### src/rtl/adsr_pkg.sv
// Shared constants and helpers for the ADSR envelope generator.
package adsr_pkg;

  // State codes; 5..7 are unreachable and fall back to idle.
  localparam logic [2:0] ST_IDLE    = 3'd0;
  localparam logic [2:0] ST_ATTACK  = 3'd1;
  localparam logic [2:0] ST_DECAY   = 3'd2;
  localparam logic [2:0] ST_SUSTAIN = 3'd3;
  localparam logic [2:0] ST_RELEASE = 3'd4;

  // Level width and full-scale level for the default WIDTH=8, FRAC=8 build.
  localparam int unsigned LW_DEF    = 16;
  localparam logic [LW_DEF-1:0] LEVEL_MAX = '1;

  // A rate of zero would freeze the envelope, so it is promoted to one LSB.
  function automatic logic [7:0] rate_nz(input logic [7:0] r);
    return (r == 8'd0) ? 8'd1 : r;
  endfunction

endpackage

### src/rtl/tick_div.sv
// Envelope tick prescaler: one-clock tick every DIV clocks.
module tick_div #(
  parameter int unsigned DIV = 256
) (
  input  logic clk,
  input  logic rst_n,
  output logic tick
);

  localparam int unsigned CW = $clog2(DIV);
  localparam logic [CW-1:0] LAST = CW'(DIV - 1);

  logic [CW-1:0] count;

  // Free-running 0..DIV-1 counter, cleared by reset.
  always_ff @(posedge clk) begin
    if (!rst_n) begin
      count <= '0;
    end else if (count == LAST) begin
      count <= '0;
    end else begin
      count <= count + CW'(1);
    end
  end

  assign tick = (count == LAST);

endmodule

### src/rtl/adsr_env.sv
// ADSR envelope generator: gate-driven attack/decay/sustain/release level
// with tick-rate stepping and saturating arithmetic.
// The rate input for the release phase is named release_rate because
// "release" is a reserved word in SystemVerilog.
module adsr_env
  import adsr_pkg::*;
#(
  parameter int unsigned WIDTH = 8,
  parameter int unsigned FRAC  = 8,
  parameter int unsigned DIV   = 256
) (
  input  logic             clk,
  input  logic             rst_n,
  input  logic             gate,
  input  logic [7:0]       attack,
  input  logic [7:0]       decay,
  input  logic [WIDTH-1:0] sustain,
  input  logic [7:0]       release_rate,
  output logic [WIDTH-1:0] cv,
  output logic             active,
  output logic [2:0]       state
);

  localparam int unsigned LW = WIDTH + FRAC;
  localparam logic [LW-1:0] LVL_MAX = '1;

  logic          tick;
  logic          gate_q;
  logic          rise;
  logic          fall;
  logic [LW-1:0] level;
  logic [LW-1:0] level_n;
  logic [2:0]    state_n;
  logic [LW-1:0] att_w;
  logic [LW-1:0] dec_w;
  logic [LW-1:0] rel_w;
  logic [LW-1:0] sus_w;
  logic [LW:0]   sum_x;
  logic [LW:0]   thr_x;

  tick_div #(.DIV(DIV)) u_div (
    .clk   (clk),
    .rst_n (rst_n),
    .tick  (tick)
  );

  assign rise  = gate & ~gate_q;
  assign fall  = ~gate & gate_q;

  assign att_w = LW'(rate_nz(attack));
  assign dec_w = LW'(rate_nz(decay));
  assign rel_w = LW'(rate_nz(release_rate));
  assign sus_w = LW'(sustain) << FRAC;

  // One extra bit so neither the attack sum nor the decay threshold can wrap.
  assign sum_x = {1'b0, level} + {1'b0, att_w};
  assign thr_x = {1'b0, sus_w} + {1'b0, dec_w};

  // Next-state/next-level: gate edges take priority over the tick step.
  always_comb begin
    state_n = state;
    level_n = level;
    if (state > ST_RELEASE) begin
      state_n = ST_IDLE;
      level_n = '0;
    end else if (rise) begin
      state_n = ST_ATTACK;
    end else if (fall && (state == ST_ATTACK || state == ST_DECAY ||
                          state == ST_SUSTAIN)) begin
      state_n = ST_RELEASE;
    end else if (state == ST_IDLE) begin
      level_n = '0;
    end else if (tick) begin
      case (state)
        ST_ATTACK: begin
          if (sum_x >= {1'b0, LVL_MAX}) begin
            level_n = LVL_MAX;
            state_n = ST_DECAY;
          end else begin
            level_n = sum_x[LW-1:0];
          end
        end
        ST_DECAY: begin
          // level - decay <= S, rewritten so the subtraction cannot underflow
          if ({1'b0, level} <= thr_x) begin
            level_n = sus_w;
            state_n = ST_SUSTAIN;
          end else begin
            level_n = level - dec_w;
          end
        end
        ST_SUSTAIN: begin
          level_n = sus_w;
        end
        ST_RELEASE: begin
          if (level <= rel_w) begin
            level_n = '0;
            state_n = ST_IDLE;
          end else begin
            level_n = level - rel_w;
          end
        end
        default: begin
          state_n = ST_IDLE;
          level_n = '0;
        end
      endcase
    end
  end

  // Envelope registers with synchronous active-low reset.
  always_ff @(posedge clk) begin
    if (!rst_n) begin
      gate_q <= 1'b0;
      level  <= '0;
      state  <= ST_IDLE;
    end else begin
      gate_q <= gate;
      level  <= level_n;
      state  <= state_n;
    end
  end

  assign cv     = level[LW-1:FRAC];
  assign active = (state != ST_IDLE);

endmodule

### config.mk
export PLATFORM = sky130hd
export DESIGN_NAME = adsr_env
export DESIGN_NICKNAME = d
export VERILOG_FILES = /design/src/rtl/adsr_pkg.sv /design/src/rtl/tick_div.sv /design/src/rtl/adsr_env.sv
export SDC_FILE = /design/constraint.sdc
export NUM_CORES = 1
export LEC_CHECK = 0
export CAP_MARGIN = 20
export CORE_MARGIN = 2
export CORE_UTILIZATION = 55
export DETAILED_ROUTE_END_ITERATION = 6
export DONT_BUFFER_PORTS = 1
export GPL_ROUTABILITY_DRIVEN = 0
export GPL_TIMING_DRIVEN = 1
export PLACE_DENSITY = 0.73
export SLEW_MARGIN = 5
export SYNTH_ARGS = -nofsm -noshare
export SYNTH_HDL_FRONTEND = slang
export SYNTH_SLANG_ARGS = --single-unit
### constraint.sdc
create_clock -name clk -period 3.9 [get_ports clk]
set_input_delay 0.39 -clock clk [delete_from_list [all_inputs] [get_ports clk]]
set_output_delay 0.39 -clock clk [all_outputs]
set_load 0.02 [all_outputs]
==> flow_summary.toml <==
[run_status]
status = "finished, violations left"
failed_checks = "design-rule violations"

[power_and_ir_drop]
power_density_mw_per_mm2 = 187
pwr-share-clk_pct = 35.0
p_seq_share_pct = 43.1
cellInternalPower_w = 0.000487
vdd_drop_max_mv = 0.173
leakagePower_nw = 1.59
p_sw_share_pct = 29.7
power_switching_w = 0.000205
p_comb_share_pct = 21.9

[final_layout]
seqCellArea_um2 = 561
area_growth_pct = 2.38
finalNonFillerCells = 564
layout_common_cells = "a21oi_1 (45), nand2_1 (45), nor2_1 (44)"
nets = 559
multi_input_area_mm2 = 0.00277
n_antenna_cell = 0
num-fill-cells = 599
drive_above_1_share_pct = 5.54

[floorplan]
core-area_mm2 = 0.00635
start_util_pct = 57.0
fp-row-count = 29
fp.dieArea_mm2 = 0.00725
top_level_ports = 47
die_w_um = 85.2
die_h_um = 85.2

[clocking]
cts_resized = 0
cts.hold.buffers_added = 0
clockBufferDepth = 2
cts-root-buf = "clkbuf_8"
numCtsBuffers = 3
worst_skew_pair.late_latency_ns = 0.29
htreeDepth = 1
cts_setup_buffers = 0
cts_sinks = 28
clk_pin_slew_ns = 0.11
cts_tree = "built"

[timing]
fin_worst_skew_ns = 0.00610
slew_violations = 0
fin_crit_sh_pct = 82.5
rsz0062_at_grt = "false"
setup-violations-final = 0
fin_crit_ns = 3.22
worstMarginPinSlew_ns = 1.01
setup-tns-final_ns = 0
maxSlewHeadroom_pct = 32.4
finalHoldViolCount = 0
timing.fmax_mhz = 311

[critical_path]
r2r_start = "level[11]$_SDFFE_PP0P_"
crit_fanout = 8
max_stage_delay_ns = 0.72
path_cells = "ha_1 -> and4_1 -> nand2_1 -> a311o_1 -> o21ai_0 -> and2_1 -> a22oi_1 -> or2_2 -> a311oi_1"
ff2ff_path_depth = 9
crit_arrival_ns = 3.41
start_kind = "register"
reg2reg_to = "level[9]$_SDFFE_PP0P_"
reg2reg_slack_ns = 0.68
crit_type = "register to register"
cp.required_ns = 4.09
path_buf_inv = 0
cp-end-kind = "register"
path_delay_family = "compound AO/OA/AOI/OAI gates"
cpMaxStageDelayCell = "dfxtp_1"

[min_path]
hold_path_depth = 1
hold-path-endpoint = "u_div.count[6]$_SDFF_PP0_"
worstHoldStart = "rst_n"
hold_class = "input port to register"

[place]
io_buffers = 0
dp_cells = 560
place_hpwl_mm = 8.24

[route]
drcViolationCount = 1
drt_iter0_drc = 367
ant_nets = 0
routedWlPerCell_um = 18.7
drt-vias-per-instance = 6.71
wl_mm = 10.6
num_vias = 3784
drtPass1Iterations = 7

[flow_run]
drv_cap = 0

[global_routing]
gr-usage-all-layers_pct = 29.0
grt_start_max_net_pins = 30
antenna_found_initial = 0
grt_pass1_vias = 3458
grt_overflow_total = 0
grt_pass1_wl_mm = 17.2

[synth]
syn_nets = 573
syn_area_mm2 = 0.00362
synth_cell_type_count = 67
yosysSeqAreaShare_pct = 15.5
synthFlopType = "dfxtp_1"
syn_area_per_cell_um2 = 7.22
ys_warn_count = 0
synth_edf_count = 0
ys_ff_latch = 28
netlist_instances = 502
synthArstFlopShare_pct = 0
==> layer usage <==
layer	GRT usage (%)	share of wire, %	vias up
met5	0	0	-
met4	5.77	1.5	0
met3	5.93	9.7	19
met2	46.3	45	198
met1	40.6	43	1763
li1	-	-	1804
==> state kept, by name, summed over array words and instances (netlist names) <==
register     flops
gate_q           1
state            3
u_div.count      8
level           16
==> how the worst max path moves through the flow <==
stage | depth (start not counted) | slack (ns) | endpoint | startpoint
6_report | 9 | 0.68 | level[9]$_SDFFE_PP0P_ | level[11]$_SDFFE_PP0P_
3_5_place_dp | 12 | 0.67 | level[13]$_SDFFE_PP0P_ | attack[4]
5_1_grt | 9 | 0.51 | level[9]$_SDFFE_PP0P_ | level[11]$_SDFFE_PP0P_
2_1_floorplan | 11 | 0.87 | level[9]$_SDFFE_PP0P_ | release_rate[2]
4_1_cts | 9 | 0.78 | level[9]$_SDFFE_PP0P_ | level[11]$_SDFFE_PP0P_
3_3_place_gp | 11 | 0.81 | level[11]$_SDFFE_PP0P_ | release_rate[1]
==> kinds of logic (layout without fill, tap and decap cells) <==
logic type	Yosys count	after routing	synth area share (%)
compound gates	161	161	30.4
xor+xnor	30	30	7.25
fa+ha+maj	36	36	13.1
buf+inv	65	50	8.05
flops	28	28	15.5
mux	3	3	0.829
simple gates	179	179	24.9
==> power by group through the flow <==
stage / clock (W) / combinational, W / sequential, W
after floorplan: 0 / 0.000119 / 0.000303
after global placement: 0 / 0.000145 / 0.000305
after detailed placement: 0 / 0.000148 / 0.000305
after CTS: 0.000242 / 0.000149 / 0.000298
after global routing: 0.000249 / 0.000169 / 0.000299
final: 0.000242 / 0.000152 / 0.000298
==> cell usage after synthesis, types with 7 or more instances <==
cell type  number  share of area [%]
clkbuf_1       17                1.8
a211oi_1       13                2.7
o21ai_0        29                4.0
dfxtp_1        28                 15
xnor2_1        16                3.9
and2_1         10                1.7
a21oi_1        45                6.2
buf_4           8                1.7
nand2_1        45                4.7
nor2b_1        10                1.7
nand3_1        15                2.1
inv_1          36                3.7
nand4_1         8                1.4
a21o_1          7                1.5
xor2_1         14                3.4
nor3_1         10                1.4
nor2_1         44                4.6
ha_1           33                 11
o21a_1          9                1.9
==> stage by stage <==
stage	power [W]	hold slack (ns)	cell area, um^2	setup WS (ns)	utilization (%)
3_3_place_gp	0.000449	0.439	3640	0.806	57.3
3_5_place_dp	0.000453	0.445	3640	0.673	57.3
5_1_grt	0.000716	0.210	3710	0.514	58.4
4_1_cts	0.000689	0.212	3710	0.782	58.4
2_1_floorplan	0.000422	0.418	3620	0.867	-
6_report	0.000692	0.215	3710	0.681	58.4
==> layout make-up <==
class / count / share of cell area, %
inverters: 36 / 3.64
multi-input cells: 409 / 74.7
flip-flops and latches: 28 / 15.1
clock buffers: 3 / 1.11
well taps: 77 / 2.60
repair buffers: 10 / 2.02
clock inverters: 1 / 0.810
No activity file was read; power rests on OpenSTA's default activity.
